--- src/rtl/mp_add_pkg.sv ---
// Shared defaults and state encoding for the multi-precision add/subtract sequencer.
package mp_add_pkg;

  localparam int CHUNK_DEF = 16;
  localparam int WORDS_DEF = 4;
  localparam int IDX_W     = (WORDS_DEF > 1) ? $clog2(WORDS_DEF) : 1;

  typedef enum logic [1:0] {
    IDLE = 2'd0,
    RUN  = 2'd1,
    DONE = 2'd2
  } state_e;

endpackage

--- src/rtl/cla_chunk.sv ---
// CHUNK-bit carry-lookahead adder: 4-bit group generate/propagate combined by a
// second lookahead level. Also exposes the carry into the MSB for overflow.
module cla_chunk #(
  parameter int CHUNK = 16
) (
  input  logic [CHUNK-1:0] a_i,
  input  logic [CHUNK-1:0] b_i,
  input  logic             cin_i,
  output logic [CHUNK-1:0] sum_o,
  output logic             cout_o,
  output logic             cmsb_o
);

  localparam int NG = CHUNK / 4;

  logic [CHUNK-1:0] p_s;
  logic [CHUNK-1:0] g_s;
  logic [CHUNK-1:0] bit_c_s;
  logic [NG-1:0]    grp_p_s;
  logic [NG-1:0]    grp_g_s;
  logic [NG:0]      grp_c_s;
  logic             lk_s;

  assign p_s = a_i ^ b_i;
  assign g_s = a_i & b_i;

  // Group G/P, then each group carry expanded from cin and all lower groups
  always_comb begin
    grp_p_s = '0;
    grp_g_s = '0;
    grp_c_s = '0;
    bit_c_s = '0;
    lk_s    = 1'b0;
    for (int j = 0; j < NG; j++) begin
      grp_p_s[j] = &p_s[4*j +: 4];
      grp_g_s[j] = g_s[4*j+3]
                 | (p_s[4*j+3] & g_s[4*j+2])
                 | (p_s[4*j+3] & p_s[4*j+2] & g_s[4*j+1])
                 | (p_s[4*j+3] & p_s[4*j+2] & p_s[4*j+1] & g_s[4*j]);
    end
    grp_c_s[0] = cin_i;
    for (int j = 0; j < NG; j++) begin
      lk_s = cin_i;
      for (int k = 0; k <= j; k++) begin
        lk_s = grp_g_s[k] | (grp_p_s[k] & lk_s);
      end
      grp_c_s[j+1] = lk_s;
    end
    for (int j = 0; j < NG; j++) begin
      bit_c_s[4*j]   = grp_c_s[j];
      bit_c_s[4*j+1] = g_s[4*j] | (p_s[4*j] & grp_c_s[j]);
      bit_c_s[4*j+2] = g_s[4*j+1] | (p_s[4*j+1] & g_s[4*j])
                     | (p_s[4*j+1] & p_s[4*j] & grp_c_s[j]);
      bit_c_s[4*j+3] = g_s[4*j+2] | (p_s[4*j+2] & g_s[4*j+1])
                     | (p_s[4*j+2] & p_s[4*j+1] & g_s[4*j])
                     | (p_s[4*j+2] & p_s[4*j+1] & p_s[4*j] & grp_c_s[j]);
    end
  end

  assign sum_o  = p_s ^ bit_c_s;
  assign cout_o = grp_c_s[NG];
  assign cmsb_o = bit_c_s[CHUNK-1];

endmodule

--- src/rtl/mp_add_seq.sv ---
// Multi-precision add/subtract: one CHUNK-bit CLA reused WORDS times, LS chunk
// first, with the chunk carry registered between cycles.
module mp_add_seq
  import mp_add_pkg::*;
#(
  parameter int CHUNK = CHUNK_DEF,
  parameter int WORDS = WORDS_DEF
) (
  input  logic                   clk,
  input  logic                   rst,
  input  logic                   start,
  input  logic                   sub,
  input  logic [CHUNK*WORDS-1:0] a,
  input  logic [CHUNK*WORDS-1:0] b,
  output logic                   ready,
  output logic                   busy,
  output logic                   done,
  output logic [CHUNK*WORDS-1:0] sum,
  output logic                   cout,
  output logic                   ovf
);

  localparam int N  = CHUNK * WORDS;
  localparam int IW = (WORDS > 1) ? $clog2(WORDS) : 1;
  localparam logic [IW-1:0] LAST_IDX = IW'(WORDS - 1);

  state_e         state_q, state_d;
  logic [N-1:0]   a_q, a_d;
  logic [N-1:0]   b_q, b_d;
  logic [N-1:0]   sum_q, sum_d;
  logic           carry_q, carry_d;
  logic [IW-1:0]  idx_q, idx_d;
  logic           cout_q, cout_d;
  logic           ovf_q, ovf_d;
  logic           ready_q, busy_q, done_q;

  logic [CHUNK-1:0] add_a_s, add_b_s, add_sum_s;
  logic             add_cout_s, add_cmsb_s;

  assign add_a_s = a_q[idx_q*CHUNK +: CHUNK];
  assign add_b_s = b_q[idx_q*CHUNK +: CHUNK];

  cla_chunk #(.CHUNK(CHUNK)) u_cla (
    .a_i    (add_a_s),
    .b_i    (add_b_s),
    .cin_i  (carry_q),
    .sum_o  (add_sum_s),
    .cout_o (add_cout_s),
    .cmsb_o (add_cmsb_s)
  );

  // Next-state and datapath update
  always_comb begin
    state_d = state_q;
    a_d     = a_q;
    b_d     = b_q;
    sum_d   = sum_q;
    carry_d = carry_q;
    idx_d   = idx_q;
    cout_d  = cout_q;
    ovf_d   = ovf_q;
    case (state_q)
      IDLE: begin
        if (start) begin
          a_d     = a;
          b_d     = sub ? ~b : b;
          carry_d = sub;
          idx_d   = {IW{1'b0}};
          state_d = RUN;
        end else begin
          state_d = IDLE;
        end
      end
      RUN: begin
        sum_d[idx_q*CHUNK +: CHUNK] = add_sum_s;
        carry_d = add_cout_s;
        idx_d   = idx_q + IW'(1);
        if (idx_q == LAST_IDX) begin
          cout_d  = add_cout_s;
          // Carry into MSB differing from carry out is signed overflow
          ovf_d   = add_cout_s ^ add_cmsb_s;
          state_d = DONE;
        end else begin
          state_d = RUN;
        end
      end
      DONE: begin
        state_d = IDLE;
      end
      default: begin
        state_d = IDLE;
      end
    endcase
  end

  // State, datapath and registered handshake outputs
  always_ff @(posedge clk) begin
    if (rst) begin
      state_q <= IDLE;
      a_q     <= {N{1'b0}};
      b_q     <= {N{1'b0}};
      sum_q   <= {N{1'b0}};
      carry_q <= 1'b0;
      idx_q   <= {IW{1'b0}};
      cout_q  <= 1'b0;
      ovf_q   <= 1'b0;
      ready_q <= 1'b1;
      busy_q  <= 1'b0;
      done_q  <= 1'b0;
    end else begin
      state_q <= state_d;
      a_q     <= a_d;
      b_q     <= b_d;
      sum_q   <= sum_d;
      carry_q <= carry_d;
      idx_q   <= idx_d;
      cout_q  <= cout_d;
      ovf_q   <= ovf_d;
      ready_q <= (state_d == IDLE);
      busy_q  <= (state_d == RUN);
      done_q  <= (state_d == DONE);
    end
  end

  assign ready = ready_q;
  assign busy  = busy_q;
  assign done  = done_q;
  assign sum   = sum_q;
  assign cout  = cout_q;
  assign ovf   = ovf_q;

endmodule

--- config.mk ---
export PLATFORM = sky130hd
export DESIGN_NAME = mp_add_seq
export DESIGN_NICKNAME = d
export VERILOG_FILES = /design/src/rtl/mp_add_pkg.sv /design/src/rtl/cla_chunk.sv /design/src/rtl/mp_add_seq.sv
export SDC_FILE = /design/constraint.sdc
export NUM_CORES = 1
export LEC_CHECK = 0
export BUFFER_PORTS_ARGS = -buffer_cell sky130_fd_sc_hd__buf_2
export CAP_MARGIN = 15
export CORE_MARGIN = 10
export CORE_UTILIZATION = 59
export DETAILED_ROUTE_END_ITERATION = 8
export MAX_ROUTING_LAYER = met4
export PLACE_DENSITY = 0.92
export RECOVER_POWER = 25
export SYNTH_ARGS = -nofsm -noshare
export SYNTH_HDL_FRONTEND = slang
export SYNTH_SLANG_ARGS = --single-unit
export TNS_END_PERCENT = 100
--- constraint.sdc ---
create_clock -name clk -period 8.3 [get_ports clk]
set_input_delay 1.66 -clock clk [delete_from_list [all_inputs] [get_ports clk]]
set_output_delay 1.66 -clock clk [all_outputs]
set_load 0.1 [all_outputs]
---- Word-level counts from Yosys, hierarchy flattened ----
Cells that the tools add are included.
cells by class
  add/subtract/negate cells ............... 2
  equal/unequal tests ..................... 5
  shift-type cells ........................ 4
  reduce and logical (&&, ||, !) cells .... 10
  mux-type cells .......................... 9
  bitwise logic cells ..................... 105
operators by type and width
  cell                                                    count
  indexed part select 64 x 7 -> 16 bit                    2
  bitwise mux 64 bit                                      1
  two-way mux 64 bit                                      1
  NOT 64 bit                                              1
  variable shift 16 x 34 -> 64 bit, first input constant  1
  indexed part select 16 x 34 -> 64 bit                   1
  bitwise AND 1 bit                                       60
  OR 1 bit                                                40
  negator 6 -> 34 bit                                     1
  bitwise XOR 16 bit                                      2
  bitwise AND 16 bit                                      1
  AND reduction 4 bit                                     4
  one-hot mux 2 bit (2 select lines)                      2
  AND reduction 2 bit                                     3
  == test 2 x 1 -> 1 bit, second input constant           2
  == test 2 bit, second input constant                    2
  zero test 2 bit                                         2
  two-way mux 2 bit                                       2
  adder 2 x 1 -> 2 bit, second input constant             1
  two-way mux 1 bit                                       2
  inequality test 2 bit, second input constant            1
  one-hot mux 1 bit (2 select lines)                      1
  nonzero test 2 bit                                      1
  bitwise XOR 1 bit                                       1
storage, ports and cells
  flip-flop bits (word level) ............. 202
  output and inout port bits .............. 69

---- Longest topological paths before layout ----
Gate-level depths: netlist of the first run.
  depth in word-level cells ............... 16
  gate-level depth with buffers ........... 13
  gate-level depth less buffers ........... 11

---- By module ----
From an unflattened synthesis of the first run, not the netlist that was laid out.
unflattened totals
  cells, all modules ...................... 980
  area, all modules ....................... 9191.3 um2
by module, submodules not included
  module      area each (um2)  times used  cells an instance
  mp_add_seq  8519.4           1           902
  cla_chunk   671.9            1           78

---- Worst setup path before layout of the first run ----
Ideal clock, no wire load.
  path kind ............................... register -> register
  start point ............................. reg idx_q[0]
  end point ............................... reg sum_q[12] (netlist: sum[12])
  arrival ................................. 3.470 ns
  buffers on the path ..................... 2
  setup slack ............................. 4.763 ns
  required time ........................... 8.233 ns
  cell stages (with the launch flop) ...... 14
  path through ............................ dfxtp_1 > buf_2 > buf_2 > mux4_2 > ha_1 > a211oi_2 > o21ai_2 > a221oi_4 > a21oi_4 > inv_1 > fa_1 > nor2_1 > a21oi_1 > nor2_1
on the way
  longest elaborated chain between the ends .. 16
  elaborated cells between the ends (all ways) .. 102
  those cells by class .................... add/sub: 1; shift: 4; mux: 1; bitwise: 93; reduce/logical: 3
ends and longest elaborated chain
  what                                                      line                                               RTL
  start, declared                                           mp_add_seq.sv:32                                   logic [IW-1:0] idx_q, idx_d;
  start signal, assigned                                    mp_add_seq.sv:104                                  idx_q <= {IW{1'b0}};
  start signal, assigned                                    mp_add_seq.sv:116                                  idx_q <= idx_d;
  indexed part select 64 x 7 -> 16 bit (on tied branches)   mp_add_seq.sv:40, mp_add_seq.sv:41
  bitwise XOR 16 bit or bitwise AND 16 bit (tied branches)  cla_chunk.sv:24, cla_chunk.sv:25
  bitwise AND 1 bit (on tied branches)                      cla_chunk.sv:37, cla_chunk.sv:38, cla_chunk.sv:39
  OR 1 bit, or another cell as far along                    cla_chunk.sv:37                                    | (p_s[4*j+3] & g_s[4*j+2])
  OR 1 bit or bitwise AND 1 bit (tied branches)             cla_chunk.sv:38, cla_chunk.sv:39
  OR 1 bit                                                  cla_chunk.sv:39                                    | (p_s[4*j+3] & p_s[4*j+2] & p_s[4*j+1] & g_s[4*j]);
  OR 1 bit                                                  cla_chunk.sv:45                                    lk_s = grp_g_s[k] | (grp_p_s[k] & lk_s);
  bitwise AND 1 bit                                         cla_chunk.sv:45
  OR 1 bit                                                  cla_chunk.sv:45
  bitwise AND 1 bit                                         cla_chunk.sv:45
  OR 1 bit                                                  cla_chunk.sv:45
  bitwise AND 1 bit (on tied branches)                      cla_chunk.sv:51, cla_chunk.sv:53, cla_chunk.sv:56
  OR 1 bit (on tied branches)                               cla_chunk.sv:51, cla_chunk.sv:53, cla_chunk.sv:56
  bitwise XOR 16 bit                                        cla_chunk.sv:60                                    assign sum_o = p_s ^ bit_c_s;
  indexed part select 16 x 34 -> 64 bit                     mp_add_seq.sv:75                                   sum_d[idx_q*CHUNK +: CHUNK] = add_sum_s;
  bitwise mux 64 bit *                                      mp_add_seq.sv:75
  end signal, assigned                                      mp_add_seq.sv:102                                  sum_q <= {N{1'b0}};
  end signal, assigned                                      mp_add_seq.sv:114                                  sum_q <= sum_d;
  end, declared                                             mp_add_seq.sv:30                                   logic [N-1:0] sum_q, sum_d;
Mark *: on every way between the ends. The rest lies on a longest branch, timed or not.
A chain may end at the register's enable or synchronous reset.

---- Worst setup path after layout of the first run ----
  start point ............................. reg idx_q[0]
  end point ............................... reg sum_q[28] (netlist: sum[28])
Same word-level chain as after synthesis.

==> flow_summary_export.csv, run 1 <==
group,metric,value,unit
status,status,"completed",
die,start_util,0.600,
global_route,grt_max_degree,138,
clock_network,clk_latency,490,ps
logic_synthesis,ys.warnings.count,0,
detailed_routing,ant_nets,0,
detailed_routing,drt_iter0_drc,697,
timing,maxSlewHeadroom,0.305,
global_route,grtUsageTotal,0.243,
timing,rsz0062_at_grt,"false",
worst_setup_path,worstPathRequired,8710,ps
logic_synthesis,syn_area_per_cell,9.11,um^2
logic_synthesis,netlist_instances,998,
detailed_routing,first_pass_iters,5,
pwr,ir_worst_vdd,0.000150,V
clock_network,cts_setup_buffers,0,
timing,setup_viol,0,
clock_network,htreeDepth,1,
worst_setup_path,rrSetupSlack,4220,ps
final_layout,mostFrequentLayoutCell,"dfxtp_1",
logic_synthesis,ys_seq_area_frac,0.445,
placement,dp_hpwl,18400,um
placement,io_buffers,200,
worst_setup_path,reg2reg_from,"idx_q[0]$_SDFFE_PP0P_",
clock_network,clockBufferDepth,3,
placement,gp_congestion,0.890,
worst_setup_path,crit_fanout,39,
logic_synthesis,synth_top_cell_area_share,0.445,
pwr,powerDensity,222,mW/mm^2
clock_network,cts_tree,"yes",
pwr,power,2.40,mW
logic_synthesis,ys_ff_latch,202,
flow_run,cap_viol_max_count,0,
die,die_width,144,um
final_layout,areaGrowthSynthToFinish,18.7,%
global_route,grt_pass1_vias,7618,
worst_setup_path,endpoint_kind,"flip-flop",
worst_setup_path,reg2reg_to,"sum[28]$_SDFFE_PP0P_",
timing,finalCritPeriodShare,0.491,
worst_setup_path,arrival,4490,ps
global_route,antenna_found_initial,0,
timing,period_needed,4080,ps
logic_synthesis,synth_area,0.00909,mm^2
timing,worst_pin_slew,1030,ps
timing,clock_skew,15.8,ps
die,pin_count,201,
die,rows,45,
timing,setup-tns-final,0,ps
worst_setup_path,critPathCapture,"sum[28]$_SDFFE_PP0P_",
die,die_height,144,um
detailed_routing,via_per_inst,5.92,
clock_network,cts_resized,0,
logic_synthesis,synth_cell_types,49,
timing,hold_viol_final,0,
die,die_area,0.0208,mm^2
die,fp.coreArea,0.0151,mm^2
detailed_routing,wl_per_cell,19.0,um
worst_setup_path,critPathLaunch,"idx_q[0]$_SDFFE_PP0P_",
final_layout,nets,1311,
pwr,p_leak,4.35,nW
global_route,grt-ovfl-total,0,
final_layout,most-common-layout-cells,"201 x dfxtp_1, 197 x buf_2, 142 x nand2_1, 135 x nor2_1, 96 x a21oi_1",
timing,report.final.slew_viol_count,0,
worst_setup_path,r2r_cells,12,
min_path,worstHoldPathType,"flip-flop to flip-flop",
worst_setup_path,cp-start-kind,"flip-flop",
detailed_routing,route.detailed.drc,0,
timing,max_freq,245,MHz
logic_synthesis,synth.area.top_cells,"dfxtp_1 44%, mux4_2 7.9%, xnor2_1 6.8%",
detailed_routing,postRouteWirelength,25800,um
clock_network,clock_sinks,202,
logic_synthesis,synth_top_area_cell,"dfxtp_1",
clock_network,clk_root_buffer_cell,"clkbuf_16",
clock_network,path_clk_slew,60,ps
detailed_routing,vias,8028,
timing,timing.hold.ws,452,ps
final_layout,drive_above_1_share,0.248,
clock_network,cts_buffers,21,
worst_setup_path,crit_type,"flip-flop to flip-flop",
global_route,grt_first_pass_wirelength,39500,um
logic_synthesis,synth_nets,1156,
final_layout,antenna_cells,0,
clock_network,hold_buffers,0,
-- per-stage QoR --
stage	cell area (um^2)	setup slack [ps]	std cells	utilization
global placement	10100	4540	1317	0.666
finish	10800	4220	1355	0.713
global route	10800	4010	1355	0.713
detailed placement	10100	4410	1317	0.666
floorplan	9090	4760	998	-
CTS	10800	4290	1354	0.711
-- cells by family (layout without fill, tap and decap cells) --
logic type,after synthesis,count (layout),synth area share
AND/OR/NAND/NOR,332,332,0.155
XOR/XNOR,72,72,0.0693
adder cells (fa/ha/maj),26,26,0.0391
flip-flops,202,202,0.445
AO/OA/AOI/OAI,244,244,0.174
multiplexers,32,32,0.0793
buffers and inverters,90,259,0.0387
-- report_power, final --
part | switching [mW] | total, mW | internal, mW | leakage [nW]
sequential | 0.0330 | 1.06 | 1.02 | 1.65
clock | 0.378 | 0.920 | 0.542 | 0.337
combinational | 0.268 | 0.419 | 0.151 | 2.36
-- synth_stat cells, drive strengths merged --
cell / number
a2111oi: 1
a211o: 2
a211oi: 67
a21o: 2
a21oi: 97
a221oi: 3
a22oi: 28
a31oi: 2
and2: 1
and4: 1
buf: 16
clkbuf: 57
dfxtp: 202
fa: 4
ha: 22
inv: 17
mux4: 32
nand2: 144
nand2b: 10
nand3: 2
nand3b: 20
nand4: 2
nor2: 135
nor2b: 1
nor3: 6
nor3b: 1
nor4: 1
o2111ai: 1
o211a: 1
o211ai: 5
o21ai: 28
o21ba: 1
o21bai: 1
o221ai: 1
o31ai: 4
or2: 4
or3: 3
or4: 1
xnor2: 71
xor2: 1
-- layer usage --
| layer | routed length (um) | part of all wire | GRT usage | up-vias |
|---|---|---|---|---|
| met2 | 12000 | 0.47 | 0.374 | 425 |
| li1 | - | - | - | 3785 |
| met3 | 2240 | 0.087 | 0.0426 | 90 |
| met5 | 0 | 0 | - | - |
| met4 | 1040 | 0.040 | 0.0952 | 0 |
| met1 | 10500 | 0.41 | 0.314 | 3728 |
-- critical path, stage by stage (launching register included) --
cell and delay [ps]:
dfxtp_2 310, buf_4 550, mux4_2 620, ha_1 370, o21ai_0 450, o21ai_2 140, a221oi_4 480, a21oi_4 160
inv_1 120, fa_1 460, nor2_1 140, a21oi_1 60, nor2_1 110
-- sequential cells by signal, summed over array words and instances, names as in the netlist --
signal   count
a_q         64
b_q         64
sum         64
idx_q        2
state_q      2
busy         1
carry_q      1
cout         1
done         1
ovf          1
ready        1
-- how the worst min path moves through the flow --
stage                      endpoint            startpoint  depth (start not counted)
3_3_place_gp   a_q[13]$_SDFFE_PP0P_  a_q[13]$_SDFFE_PP0P_                          2
5_1_grt        a_q[19]$_SDFFE_PP0P_  a_q[19]$_SDFFE_PP0P_                          2
3_5_place_dp   a_q[50]$_SDFFE_PP0P_  a_q[50]$_SDFFE_PP0P_                          2
2_1_floorplan  a_q[32]$_SDFFE_PP0P_  a_q[32]$_SDFFE_PP0P_                          2
4_1_cts        a_q[50]$_SDFFE_PP0P_  a_q[50]$_SDFFE_PP0P_                          2
6_report       a_q[31]$_SDFFE_PP0P_  a_q[31]$_SDFFE_PP0P_                          2
-- area by class of cell --
type | count | area [um^2]
Clock inverter | 8 | 75.1
Inverter | 17 | 63.8
Sequential cell | 202 | 4050
Timing Repair Buffer | 205 | 1070
Clock buffer | 29 | 606
Fill cell | 1068 | 4350
Tap cell | 188 | 235
Multi-Input combinational cell | 706 | 4700
Power figures use the tool's default switching activity.
==> run 2: changes to the inputs <==
- ABC_AREA: unset -> 1
- CORE_UTILIZATION: 59 -> 49
- PLACE_DENSITY: 0.92 -> 0.82
- clock period: 8.3 -> 3.5 ns (I/O delays scaled with it)
==> run 2 against run 1 <==
The flow now finishes with violations (max-capacitance violations, max-slew violations). Global-route usage fell by 2.5 points. Combinational power rose to 3.2 times the previous value. Largest cell class unchanged. Highest routed layer unchanged. Sequential share of layout area fell by 0.72 points. Largest power group unchanged.
==> flow_summary_export.csv, run 2 <==
group,metric,value,unit
timing,report.final.slew_viol_count,189,
global_route,grt-ovfl-total,0,
placement,pre_cts_ws,223,ps
timing,clock_skew,10.3,ps
timing,maxSlewHeadroom,-0.215,
global_route,grt_first_pass_wirelength,42600,um
placement,placed_cells,1570,
detailed_routing,route.detailed.drc,0,
final_layout,most-common-layout-cells,"270 x nor2_1, 201 x dfxtp_1, 198 x buf_2, 135 x nand2_1, 121 x o21ai_0",
logic_synthesis,yosysMostFrequentCell,"nor2_1",
clock_network,cts_setup_buffers,0,
timing,hold_viol_final,0,
timing,rsz0062_at_grt,"false",
global_route,grt_max_degree,189,
pwr,power,6.06,mW
worst_setup_path,crit_fanout,28,
final_layout,antenna_cells,0,
timing,setup-tns-final,0,ps
placement,gp_congestion,0.922,
clock_network,clock_sinks,202,
pwr,seqPwrFrac,0.422,
worst_setup_path,worst_path_most_repeated_cell,"a21oi_2",
clock_network,cts_buffers,21,
logic_synthesis,synth.area.top_cells,"dfxtp_1 43%, nor2_1 11%, o21ai_0 6.5%",
logic_synthesis,syn_area_per_cell,7.69,um^2
timing,finalCritPeriodShare,0.912,
logic_synthesis,synth_area,0.00931,mm^2
worst_setup_path,path_buf_inv,3,
final_layout,areaGrowthSynthToFinish,18.3,%
logic_synthesis,synth_nets,1368,
pwr,pwr-share-clk,0.357,
detailed_routing,vias,8733,
flow_run,cap_viol_max_count,1,
logic_synthesis,ys.warnings.count,0,
placement,io_buffers,200,
die,rows,50,
die,die_width,158,um
placement,dp_hpwl,20500,um
logic_synthesis,ys_ff_latch,202,
clock_network,clockBufferDepth,3,
die,die_area,0.0249,mm^2
worst_setup_path,cp-start-kind,"flip-flop",
pwr,switchingPower,1.91,mW
final_layout,nets,1517,
min_path,worstHoldPathType,"input pin to flip-flop",
worst_setup_path,crit_path_top_delay_cell,"fa_1",
pwr,p_comb_frac,0.221,
pwr,powerDensity,551,mW/mm^2
clock_network,clk_root_buffer_cell,"clkbuf_16",
global_route,grtUsageTotal,0.218,
timing,setup_viol,0,
worst_setup_path,crit_chain,"buf_4 > buf_6 > o21ai_0 > o22ai_1 > ha_1 > a21oi_2 > o21bai_1 > a21oi_2 > nand2_4 > inv_1 > fa_1 > nor3_1 > a22oi_1 > nor2_1",
logic_synthesis,yosys-top-cells-count,"269 x nor2_1, 202 x dfxtp_1, 135 x nand2_1",
clock_network,htreeDepth,1,
pwr,p_int,4.15,mW
logic_synthesis,synth_ff_type,"dfxtp_1",
die,die_height,158,um
detailed_routing,wl_per_cell,17.2,um
status,violations,"max-capacitance violations, max-slew violations",
pwr,ir_worst_vdd,0.000386,V
logic_synthesis,synth_edf_count,0,
worst_setup_path,endpoint_kind,"flip-flop",
final_layout,fin_cells,1606,
timing,max_freq,313,MHz
die,start_util,0.498,
global_route,antenna_found_initial,0,
clock_network,path_clk_slew,60,ps
timing,period_needed,3190,ps
status,status,"finished with violations",
global_route,grt_pass1_vias,8392,
clock_network,clk_latency,490,ps
clock_network,cts_tree,"yes",
detailed_routing,drt_iter0_drc,767,
worst_setup_path,worstPathRequired,3920,ps
die,fp.coreArea,0.0187,mm^2
detailed_routing,postRouteWirelength,27600,um
detailed_routing,ant_nets,0,
logic_synthesis,netlist_instances,1210,
pwr,sw_frac_of_total,0.315,
worst_setup_path,arrival,3620,ps
logic_synthesis,synth_top_area_cell,"dfxtp_1",
logic_synthesis,synth_top_cell_area_share,0.434,
die,pin_count,201,
worst_setup_path,crit_family,"compound AO/OA/AOI/OAI gates",
final_layout,drive_above_1_share,0.203,
logic_synthesis,synth-async-reset-ratio,0,
logic_synthesis,ys_seq_area_frac,0.434,
final_layout,mostFrequentLayoutCell,"nor2_1",
detailed_routing,first_pass_iters,5,
logic_synthesis,synth_cell_types,39,
detailed_routing,via_per_inst,5.44,
pwr,p_leak,4.74,nW
timing,worst_pin_slew,1820,ps
worst_setup_path,critPathMaxStageDelay,430,ps
worst_setup_path,crit_type,"flip-flop to flip-flop",
timing,layout_setup_ws,309,ps
[run 2: cell families (layout without fill, tap and decap cells)]
logic type,Yosys count,after routing,synth area share
compound gates,302,302,0.190
flops,202,202,0.434
xor+xnor,69,69,0.0657
simple gates,476,476,0.212
buf+inv,135,297,0.0597
fa+ha+maj,26,26,0.0382
[run 2: power groups by stage]
stage / sequential (mW) / combinational (mW) / clock, mW
finish: 2.56 / 1.34 / 2.17
global placement: 2.60 / 1.29 / 0
CTS: 2.55 / 1.32 / 2.18
floorplan: 2.69 / 0.840 / 0
detailed placement: 2.60 / 1.32 / 0
global route: 2.57 / 1.47 / 2.28
[run 2: worst register-to-register path, delay by kind of cell (launching register included)]
family,cells,cell delay [ps]
flops,1,340
fa+ha+maj,2,770
simple gates,3,450
compound gates,6,940
buf+inv,3,620
[run 2: what timing repair did]
action | in CTS | in global routing
hold buffers | 0 | 0
setup endpoints to repair | 0 | 3
resized for setup | 0 | 1
[run 2: final timing paths]
check,cells past startpoint,end,slack [ps],startpoint
setup / recovery,14,sum[60]$_SDFFE_PP0P_,310,idx_q[0]$_SDFFE_PP0P_
hold / removal,3,a_q[40]$_SDFFE_PP0P_,430,a[40]
setup reg to reg,14,sum[60]$_SDFFE_PP0P_,310,idx_q[0]$_SDFFE_PP0P_
hold reg to reg,2,sum[63]$_SDFFE_PP0P_,460,sum[63]$_SDFFE_PP0P_
[run 2: cell type report]
cell class / count / area (um^2)
well taps: 234 / 293
inverters: 45 / 169
multi-input cells: 873 / 4710
fillers: 1681 / 7700
repair buffers: 216 / 1130
clock inverters: 6 / 65.1
flip-flops and latches: 202 / 4050
clock buffers: 30 / 599
[run 2: metal layers]
metal | global-route usage | part of all wire | routed length, um | vias to the layer above
li1 | - | - | - | 4343
met1 | 0.277 | 0.44 | 12200 | 3973
met2 | 0.334 | 0.45 | 12300 | 349
met3 | 0.0429 | 0.076 | 2090 | 68
met4 | 0.0868 | 0.036 | 991 | 0
met5 | - | 0 | 0 | -
[run 2: per-stage QoR]
step / util / hold slack (ps) / instance area [um^2]
final: 0.588 / 432 / 11000
after global routing: 0.588 / 434 / 11000
after CTS: 0.589 / 423 / 11000
after detailed placement: 0.554 / 454 / 10400
after global placement: 0.554 / 450 / 10400
after floorplan: - / 430 / 9310
